### src/rtl/branch_pred.sv
// Dynamic branch predictor: direct-mapped BTB with per-entry 2-bit saturating counters.
//
// Ports:
//   clk, nreset          clock and asynchronous active-low reset
//   ena                  global enable; low freezes all state and forces pred_taken to 0
//   f_pc                 fetch PC looked up combinationally
//   pred_taken           predict taken (hit with counter in a taken state)
//   pred_target          stored target on a hit, else 0
//   u_valid, u_pc,       resolution-stage update: PC, actual target, actual outcome
//   u_target, u_taken,   and the prediction made at fetch
//   u_pred
//   mispredict           registered pulse one cycle after an update with u_taken != u_pred
//   br_count, mp_count   saturating counts of accepted updates and of mispredicts

module branch_pred #(
    parameter int unsigned IDX_W = 4,
    parameter int unsigned CNT_W = 16
) (
    input  logic             clk,
    input  logic             nreset,
    input  logic             ena,
    input  logic [31:0]      f_pc,
    output logic             pred_taken,
    output logic [31:0]      pred_target,
    input  logic             u_valid,
    input  logic [31:0]      u_pc,
    input  logic [31:0]      u_target,
    input  logic             u_taken,
    input  logic             u_pred,
    output logic             mispredict,
    output logic [CNT_W-1:0] br_count,
    output logic [CNT_W-1:0] mp_count
);

    localparam int unsigned Entries = 1 << IDX_W;
    localparam int unsigned TagW    = 30 - IDX_W;

    logic [Entries-1:0] valid_q;
    logic [1:0]         ctr_q    [Entries];
    logic [TagW-1:0]    tag_q    [Entries];
    logic [31:0]        target_q [Entries];

    logic [CNT_W-1:0]   br_count_q, mp_count_q;
    logic               mispredict_q;

    logic [IDX_W-1:0]   f_idx, u_idx;
    logic [TagW-1:0]    f_tag, u_tag;
    logic               f_hit, u_hit, upd, upd_mp;

    // pc[1:0] and the target LSB never reach the table
    logic unused_bits;
    assign unused_bits = ^{f_pc[1:0], u_pc[1:0], u_target[0]};

    assign f_idx = f_pc[IDX_W+1:2];
    assign f_tag = f_pc[31:IDX_W+2];
    assign u_idx = u_pc[IDX_W+1:2];
    assign u_tag = u_pc[31:IDX_W+2];

    assign upd    = ena && u_valid;
    assign upd_mp = upd && (u_taken != u_pred);

    // Lookup reads current state only, so a same-cycle update is not visible until next cycle
    always_comb begin
        f_hit       = valid_q[f_idx] && (tag_q[f_idx] == f_tag);
        pred_taken  = ena && f_hit && ctr_q[f_idx][1];
        pred_target = f_hit ? target_q[f_idx] : 32'h0;
        u_hit       = valid_q[u_idx] && (tag_q[u_idx] == u_tag);
    end

    // Tags and targets carry no reset; valid gates their use
    always_ff @(posedge clk) begin
        if (upd && u_taken) begin
            tag_q[u_idx]    <= u_tag;
            target_q[u_idx] <= {u_target[31:1], 1'b0};
        end
    end

    always_ff @(posedge clk or negedge nreset) begin
        if (!nreset) begin
            valid_q      <= '0;
            for (int i = 0; i < Entries; i++) begin
                ctr_q[i] <= 2'b01;
            end
            br_count_q   <= '0;
            mp_count_q   <= '0;
            mispredict_q <= 1'b0;
        end else begin
            mispredict_q <= upd_mp;
            if (upd) begin
                if (u_hit) begin
                    if (u_taken && (ctr_q[u_idx] != 2'b11)) begin
                        ctr_q[u_idx] <= ctr_q[u_idx] + 2'd1;
                    end else if (!u_taken && (ctr_q[u_idx] != 2'b00)) begin
                        ctr_q[u_idx] <= ctr_q[u_idx] - 2'd1;
                    end
                end else if (u_taken) begin
                    // Allocate weakly taken, evicting any aliasing occupant
                    valid_q[u_idx] <= 1'b1;
                    ctr_q[u_idx]   <= 2'b10;
                end
                if (br_count_q != {CNT_W{1'b1}}) begin
                    br_count_q <= br_count_q + 1'b1;
                end
                if (upd_mp && (mp_count_q != {CNT_W{1'b1}})) begin
                    mp_count_q <= mp_count_q + 1'b1;
                end
            end
        end
    end

    assign mispredict = mispredict_q;
    assign br_count   = br_count_q;
    assign mp_count   = mp_count_q;

endmodule

### config.mk
export PLATFORM = sky130hd
export DESIGN_NAME = branch_pred
export DESIGN_NICKNAME = d
export VERILOG_FILES = /design/src/rtl/branch_pred.sv
export SDC_FILE = /design/constraint.sdc
export NUM_CORES = 1
export LEC_CHECK = 0
export BUFFER_PORTS_ARGS = -buffer_cell sky130_fd_sc_hd__buf_2
export CAP_MARGIN = 25
export CELL_PAD_IN_SITES_DETAIL_PLACEMENT = 1
export CELL_PAD_IN_SITES_GLOBAL_PLACEMENT = 1
export CORE_ASPECT_RATIO = 1.2
export CORE_MARGIN = 4
export CORE_UTILIZATION = 54
export DETAILED_ROUTE_END_ITERATION = 6
export PLACE_DENSITY_LB_ADDON = 0.08
export SLEW_MARGIN = 0
export SYNTH_ARGS = -nofsm -noshare
export SYNTH_HDL_FRONTEND = slang
export SYNTH_SLANG_ARGS = --single-unit
### constraint.sdc
create_clock -name clk -period 4.4 [get_ports clk]
set_clock_uncertainty 0.2 [all_clocks]
set_input_delay 0.44 -clock clk [delete_from_list [all_inputs] [get_ports clk]]
set_output_delay 0.44 -clock clk [all_outputs]
set_load 0.02 [all_outputs]
==> run summary, run 1 <==
Fmax - 0.226 GHz
Pleak - 17.1 nW
CP required - 3.76 ns
DRC - 0
Worst Hold Class - primary input to flip-flop
Commonest non-fill, non-tap cell in the layout - edfxtp_1
Row cnt - 113
WP data arrival - 3.79 ns
First-pass GRT wire length - 176 mm
Final #Nets - 2569
Num CTS Buffers - 100
Reg2reg path depth - 11
Yosys top cell by area - edfxtp_1
Hold Vio Cnt, Final - 0
Max-cap viol count - 0
CTS tree - yes
Placed cell area - 0.0464 mm2
Initial antenna violation count - 2
Die ar. - 0.0849 mm2
Post-synth EDFFs - 912
CP max FO - 11
H-tree depth - 3
Vias in the first global route - 25600
Top cells by area, synth - edfxtp_1 (63%), mux4_2 (19%), dfrtp_1 (3.8%)
CTS Buffer Depth - 3
Starting Density - 0.546
Status - complete, but fails checks
Worst-margin pin slew - 0.819 ns
Power per cell area - 409 mW/mm2
Post-synth top flop - edfxtp_1
Yosys top cell area share - 0.632
Iter 0 DRT Violations - 2224
Commonest cells after routing, fill and taps aside - edfxtp_1 (912), mux4_2 (369), buf_2 (123)
Startpoint types - flip-flop
Critical Path Sink Type - primary output
Global route total overflow - 0
Failing checks - setup timing
Post-Synthesis Cells - 2123
Worst setup margin - -0.0339 ns
Hold Crit Depth - 1
Synthesized flop and latch total - 993
Die H - 318 um
Worst-Skew Late Latency - 0.68 ns
Area of the multi-input gates - 0.0133 mm2
Final ANT Viol Nets - 0
Via count - 23400
Half-perimeter wire length after placement - 71.0 mm
Largest net degree at the start of global routing - 82
Synthesized net count - 2229
Async SR Flop Fraction - 0.0816
Fin crit share - 1.01
Syn avg cell area - 20.4 um2
CP Class - flip-flop to primary output
Slew headroom - 0.454
Mapped Area - 0.0433 mm2
I/O pin count - 168
PnR Total Power - 20.6 mW
Syn. warnings - 0
IO Port Bufs - 161
Maximum vdd drop - 0.457 mV
Routability Congestion - 0.861
Register area share after synthesis - 0.679
CTS Sinks - 993
Pins Over Slew Limit - 0
Hold WS - 0.0464 ns
Global Route Usage Sum - 0.283
Post-detailed-route wirelength per cell - 33.1 um
Pre-CTS setup slack - -0.124 ns
Root Driver - clkbuf_16
Core Box Area - 0.0793 mm2
Final-report setup violation count - 14
Syn-to-layout area delta - 16.5%
Pre-antenna DRT Iters - 5
DR vias/cell - 6.55
Clk slew on worst S/H paths - 0.07 ns
Final setup TNS - -0.192 ns
Routed WL - 118 mm
Fillers - 6531
Finished Cell Area - 0.0505 mm2
Seq. cell area - 0.0294 mm2
Layout cell share with drive strength beyond 1 - 0.363
Count of cell types in the netlist - 73
Die width - 267 um
RSZ-0062 raised after global routing - yes
Tmin final - 4.43 ns
## cell usage after synthesis, types with 9 or more instances
library cell and n:
xnor2_1 60, edfxtp_1 912, nor4_1 9, mux2_4 11, nand3_1 40, buf_2 43
nand4_1 16, mux2_2 13, nor3_1 15, a22oi_1 17, o32ai_2 12, dfrtp_1 65
mux4_2 369, dfstp_2 16, nor2b_1 43, inv_1 28, xor2_1 27, buf_4 9
mux2i_1 112, nor2_1 27, o21bai_1 16, buf_1 17, nand2_1 56, clkbuf_1 47
mux2_1 13, a221oi_1 11
## path summary, 6_finish.rpt
kind / slack (ns) / end / startpoint
max in group asynchronous: 2.86 / ctr_q[2] / nreset
min reg2reg: 0.30 / valid_q[9] / valid_q[9]
max: -0.03 / pred_target[26] / tag_q[10][17]
max reg2reg: 0.55 / ctr_q[25] / tag_q[7][8]
min: 0.05 / tag_q[10][5] / u_pc[11]
min in group asynchronous: 0.52 / mp_count[3] / nreset
## worst max-delay path: stages (launching register included)
cell and delay (ns):
edfxtp_1 0.42, mux4_2 0.47, mux4_2 0.56, xnor2_2 0.17
nand4_1 0.28, nor4_4 0.34, nand4_1 0.19, buf_12 0.20
buf_12 0.16, nor2b_2 0.15, buf_6 0.13
## flip-flops by register name, summed over array words and instances (netlist names)
register    flops
ctr_q          32
tag_q         416
br_count       16
valid_q        16
mispredict      1
mp_count       16
target_q      496
## layout make-up
type / count / area share
Timing Repair Buffer: 367 / 0.0638
Clock inverter: 58 / 0.00989
Sequential cell: 993 / 0.583
Clock buffer: 124 / 0.0522
Multi-Input combinational cell: 971 / 0.263
Tap cell: 1035 / 0.0256
Antenna cell: 2 / 0.0000991
Inverter: 30 / 0.00265
## routing by layer
layer  vias up  part of all wire  track usage
li1       9585                 -            -
met3       154             0.057       0.0378
met5         -                 0            0
met4         0             0.028       0.0845
met2       875              0.52        0.478
met1     12800              0.40        0.391
## stage by stage
stage	instances	util
3_5_place_dp	3332	0.585
3_3_place_gp	3332	0.585
2_1_floorplan	2123	-
5_1_grt	3579	0.637
6_report	3580	0.637
4_1_cts	3576	0.634
## cells by family after synthesis
kind of cell | share of synthesized area
other cells | 0.0000865
fa+ha+maj | 0.00115
simple gates | 0.0296
compound gates | 0.0253
buf+inv | 0.0189
mux | 0.228
xor+xnor | 0.0176
flops | 0.679
## power breakdown
| part | switching, mW | internal (mW) | total, mW |
|---|---|---|---|
| logic | 0.932 | 0.823 | 1.76 |
| clock network | 3.55 | 4.71 | 8.26 |
| registers | 0.141 | 10.5 | 10.6 |
| total | 4.63 | 16.0 | 20.6 |
## timing repair
action / CTS / global route
setup buffers: 2 / 0
resized for setup: 53 / 36
setup endpoints to repair: 32 / 32
endpoints found under the hold margin: 957 / 6
hold buffers: 61 / 1
pin swaps: 6 / 3
No activity file was read; power rests on OpenSTA's default activity.
==> inputs of run 2 (changes only) <==
--- a/config.mk
+++ b/config.mk
@@ -10,10 +10,11 @@
 export CELL_PAD_IN_SITES_DETAIL_PLACEMENT = 1
 export CELL_PAD_IN_SITES_GLOBAL_PLACEMENT = 1
 export CORE_ASPECT_RATIO = 1.2
-export CORE_MARGIN = 4
+export CORE_MARGIN = 2
 export CORE_UTILIZATION = 54
 export DETAILED_ROUTE_END_ITERATION = 6
 export PLACE_DENSITY_LB_ADDON = 0.08
+export REMOVE_ABC_BUFFERS = 1
 export SLEW_MARGIN = 0
 export SYNTH_ARGS = -nofsm -noshare
 export SYNTH_HDL_FRONTEND = slang
==> run summary, run 2 (synthesized netlist as in run 1, its figures left out) <==
Status - complete, but fails checks
Failing checks - setup timing
Maximum vdd drop - 0.354 mV
Hold Vio Cnt, Final - 0
Global route total overflow - 0
Largest net degree at the start of global routing - 82
Tmin final - 4.58 ns
Worst path cell trace - mux4_2 -> mux4_2 -> xnor2_2 -> buf_4 -> nand4_1 -> nor4_2 -> buf_4 -> nand4_1 -> buf_4 -> buf_12 -> nor2b_1 -> buf_4
Worst-margin pin slew - 0.913 ns
RSZ-0062 raised after global routing - yes
Global Route Usage Sum - 0.294
Layout cell share with drive strength beyond 1 - 0.370
Post-detailed-route wirelength per cell - 33.2 um
Die ar. - 0.0826 mm2
Row cnt - 113
Worst setup margin - -0.185 ns
Root Driver - clkbuf_16
Syn-to-layout area delta - 17.0%
Starting Density - 0.546
CP required - 3.76 ns
I/O pin count - 168
First-pass GRT wire length - 174 mm
IO Port Bufs - 161
H-tree depth - 3
Most used cell, CP - buf_4
Iter 0 DRT Violations - 2534
DRC - 0
Pre-antenna DRT Iters - 6
Routability Congestion - 0.828
Pleak - 17.2 nW
Buf+Inv Stages, Crit Path - 5
Pins Over Slew Limit - 0
Max reg flops - 496
Vias in the first global route - 25300
WP data arrival - 3.94 ns
CP Class - flip-flop to primary output
CTS Sinks - 993
Worst-Skew Late Latency - 0.67 ns
Core Box Area - 0.0793 mm2
Half-perimeter wire length after placement - 73.1 mm
CTS tree - yes
PnR Total Power - 20.3 mW
Max-cap viol count - 0
Die width - 263 um
DR vias/cell - 6.56
Via count - 23600
Commonest non-fill, non-tap cell in the layout - edfxtp_1
Worst Hold Class - primary input to flip-flop
Fmax - 0.218 GHz
CP delay by family, top - multiplexers
Num CTS Buffers - 97
Biggest regs - target_q (496), tag_q (416), ctr_q (32)
Commonest cells after routing, fill and taps aside - edfxtp_1 (912), mux4_2 (369), buf_4 (130)
CTS Buffer Depth - 3
Pre-CTS setup slack - -0.114 ns
Fin crit share - 1.04
Power per cell area - 400 mW/mm2
CP max FO - 14
Worst path max stage delay - 0.49 ns
Final-report setup violation count - 30
Final #Nets - 2591
Slew headroom - 0.391
Final ANT Viol Nets - 0
Clk slew on worst S/H paths - 0.06 ns
Startpoint types - flip-flop
Routed WL - 119 mm
Worst path slowest cell - mux4_2
Initial antenna violation count - 7
Die H - 314 um
Critical Path Sink Type - primary output
Largest reg by FF count - target_q
## run 2: changes by cell type in the layout (fill, tap and decap cells not counted), moves of 5 or more
cell	previous run	this run
clkbuf_8	1	7
buf_6	18	25
buf_12	41	53
bufinv_16	8	3
buf_4	119	130
clkinv_1	27	20
## run 2: path summary, 6_finish.rpt
kind                                    from         endpoint  slack, ns  cells past startpoint
min in group asynchronous             nreset      mp_count[8]       0.51                      3
worst min-delay path                     ena       mispredict       0.02                      3
worst min register to register  br_count[15]     br_count[15]       0.29                      1
worst max-delay path            tag_q[7][18]  pred_target[27]      -0.18                     12
worst max register to register  tag_q[11][9]        ctr_q[19]       0.57                     11
max in group asynchronous             nreset        ctr_q[18]       2.87                      4
## run 2: worst reg2reg max path, cell delays in order, from the launching register on
cell and delay, ns:
edfxtp_1 0.40, mux4_2 0.51, mux2i_1 0.21, xnor2_1 0.19
nor4_1 0.35, nand4_1 0.28, a2bb2oi_2 0.34, nand3_1 0.18
buf_12 0.21, o32ai_2 0.33, buf_4 0.19, mux2_2 0.32
## run 2: final cells by class
type | count | area, um2
antenna | 3 | 7.51
clock buffer | 132 | 2690
clock inverter | 43 | 290
fill | 6545 | 28600
inverter | 30 | 133
multi-input combinational | 971 | 13300
sequential | 993 | 29400
tap | 1035 | 1290
timing repair buffer | 392 | 3600
## run 2: what timing repair did
item / 4_1_cts / 5_1_grt
gates resized for setup: 59 / 50
endpoints found under the hold margin: 929 / 11
buffers inserted: 2 / 3
gates cloned: 1 / 0
hold buffers: 58 / 1
pin swaps: 4 / 3
setup endpoints to repair: 32 / 32
## run 2: stage by stage
stage	instance area, um2	std cells	utilization	TNS, ns	hold WS [ns]
after floorplan	42600	1994	-	0	-0.0556
after global placement	46700	3356	0.589	-1.58	0.272
after detailed placement	46700	3356	0.589	-0.820	0.278
after CTS	50500	3592	0.636	-3.11	0.00238
after global routing	50700	3596	0.639	-6.49	0.0281
final	50700	3599	0.639	-3.18	0.0166
## run 2: per-layer routing
layer / part of all wire / track usage
met1: 0.39 / 0.393
met2: 0.51 / 0.491
met3: 0.070 / 0.0451
met4: 0.038 / 0.118
met5: 0.00052 / 0
## run 2: power by group
group          internal, mW  switching [mW]
sequential             10.5           0.136
combinational         0.825           0.928
clock                  4.44            3.47
==> inputs of run 3 (changes only) <==
--- a/config.mk
+++ b/config.mk
@@ -15,6 +15,7 @@
 export DETAILED_ROUTE_END_ITERATION = 6
 export PLACE_DENSITY_LB_ADDON = 0.08
 export REMOVE_ABC_BUFFERS = 1
+export SETUP_SLACK_MARGIN = 0.1
 export SLEW_MARGIN = 0
 export SYNTH_ARGS = -nofsm -noshare
 export SYNTH_HDL_FRONTEND = slang
==> run summary, run 3 (synthesized netlist as in run 1, its figures left out) <==
Seq pwr share - 0.523
DR vias/cell - 6.54
Status - complete, but fails checks
Pre-antenna DRT Iters - 5
Row cnt - 113
Global Route Usage Sum - 0.294
Core Box Area - 0.0793 mm2
Clock share of power - 0.390
Critical Path Sink Type - primary output
H-tree depth - 3
Final ANT Viol Nets - 0
P_sw - 4.54 mW
IO Port Bufs - 161
CTS Buffer Depth - 3
Largest net degree at the start of global routing - 82
Commonest cells after routing, fill and taps aside - edfxtp_1 (912), mux4_2 (369), buf_4 (130)
Die ar. - 0.0826 mm2
Largest reg by FF count - target_q
CTS tree - yes
Comb pwr share - 0.086
CTS Sinks - 993
Int Power - 15.7 mW
Die width - 263 um
Final setup TNS - -2.49 ns
Hold Vio Cnt, Final - 0
CP max FO - 14
Via count - 23500
Fin util - 0.639
Fin crit share - 1.04
Tmin final - 4.56 ns
Pleak - 17.2 nW
Failing checks - setup timing
Half-perimeter wire length after placement - 73.1 mm
Fillers - 6550
CP required - 3.76 ns
DRC - 0
Slew headroom - 0.385
Root Driver - clkbuf_16
Worst-margin pin slew - 0.922 ns
Initial antenna violation count - 7
WP data arrival - 3.92 ns
I/O pin count - 168
Startpoint types - flip-flop
Commonest non-fill, non-tap cell in the layout - edfxtp_1
Num CTS Buffers - 97
Seq. cell area - 0.0294 mm2
Max-cap viol count - 0
Final-report setup violation count - 29
Layout cell share with drive strength beyond 1 - 0.370
Post-detailed-route wirelength per cell - 33.2 um
Worst Hold Class - primary input to flip-flop
Worst setup margin - -0.155 ns
Starting Density - 0.546
Power per cell area - 400 mW/mm2
Placed cell count - 3356
Area of the multi-input gates - 0.0133 mm2
Syn-to-layout area delta - 17.0%
Vias in the first global route - 25300
Worst-Skew Late Latency - 0.66 ns
Die H - 314 um
Maximum vdd drop - 0.350 mV
CP Class - flip-flop to primary output
First-pass GRT wire length - 174 mm
Final #Nets - 2590
RSZ-0062 raised after global routing - yes
Biggest regs - target_q (496), tag_q (416), ctr_q (32)
Clk slew on worst S/H paths - 0.06 ns
Iter 0 DRT Violations - 2556
Cell Count, Final, Fillers Out - 3597
Routed WL - 119 mm
Global route total overflow - 0
Max reg flops - 496
Routability Congestion - 0.828
Pins Over Slew Limit - 0
Fmax - 0.220 GHz
Sw Share - 0.224
==> run 3: final cells by class <==
cell class | count | area share
inverters | 30 | 0.00262
well taps | 1035 | 0.0255
repair buffers | 391 | 0.0708
diodes | 2 | 0.0000987
multi-input cells | 971 | 0.262
clock inverters | 43 | 0.00573
clock buffers | 132 | 0.0531
flip-flops and latches | 993 | 0.581
==> run 3: metrics by stage <==
step	setup WS [ns]	cell area [um2]	hold WS, ns	total power [mW]
5_1_grt	-0.303	50700	0.0281	20.8
4_1_cts	-0.128	50500	0.00238	20.4
3_3_place_gp	-0.142	46700	0.272	12.4
6_report	-0.155	50700	0.0183	20.3
3_5_place_dp	-0.114	46700	0.278	12.5
2_1_floorplan	0.360	42600	-0.0556	11.6
==> run 3: routing by layer <==
metal  GRT usage  routed length [um]
met3      0.0451                8000
met1       0.393               46500
met4       0.118                4610
met2       0.491               60300
met5           0                  65
==> run 3: final timing paths <==
kind	startpoint	end	slack, ns	depth (start not counted)
worst max register to register	tag_q[1][9]	ctr_q[19]	0.58	11
worst max-delay path	tag_q[7][18]	pred_target[27]	-0.16	12
max in group asynchronous	nreset	ctr_q[18]	2.87	4
worst min-delay path	ena	mispredict	0.02	3
worst min register to register	br_count[15]	br_count[15]	0.29	1
min in group asynchronous	nreset	mp_count[8]	0.51	3
==> run 3: timing repair <==
item                       CTS  global route
gates resized for setup     59            44
hold endpoints to repair   929            11
setup buffers                2             1
pin swaps                    4             3
gates cloned                 1             0
setup endpoints to repair   32            32
hold buffers                58             1
==> run 3: power by group through the flow <==
stage | Clock, mW | Sequential (mW) | Combinational [mW]
detailed placement | 0 | 10.8 | 1.70
CTS | 8.02 | 10.6 | 1.76
global placement | 0 | 10.8 | 1.65
floorplan | 0 | 10.8 | 0.800
global route | 8.33 | 10.6 | 1.87
finish | 7.91 | 10.6 | 1.75
==> run 3: worst max-delay path: stages, from the launching register on <==
cell and delay, ns:
edfxtp_1 0.41, mux4_2 0.48, mux4_2 0.49, xnor2_2 0.14, buf_4 0.16, nand4_1 0.18, nor4_2 0.32, buf_4 0.16
nand4_1 0.17, buf_4 0.22, buf_12 0.15, nor2b_1 0.16, buf_4 0.16
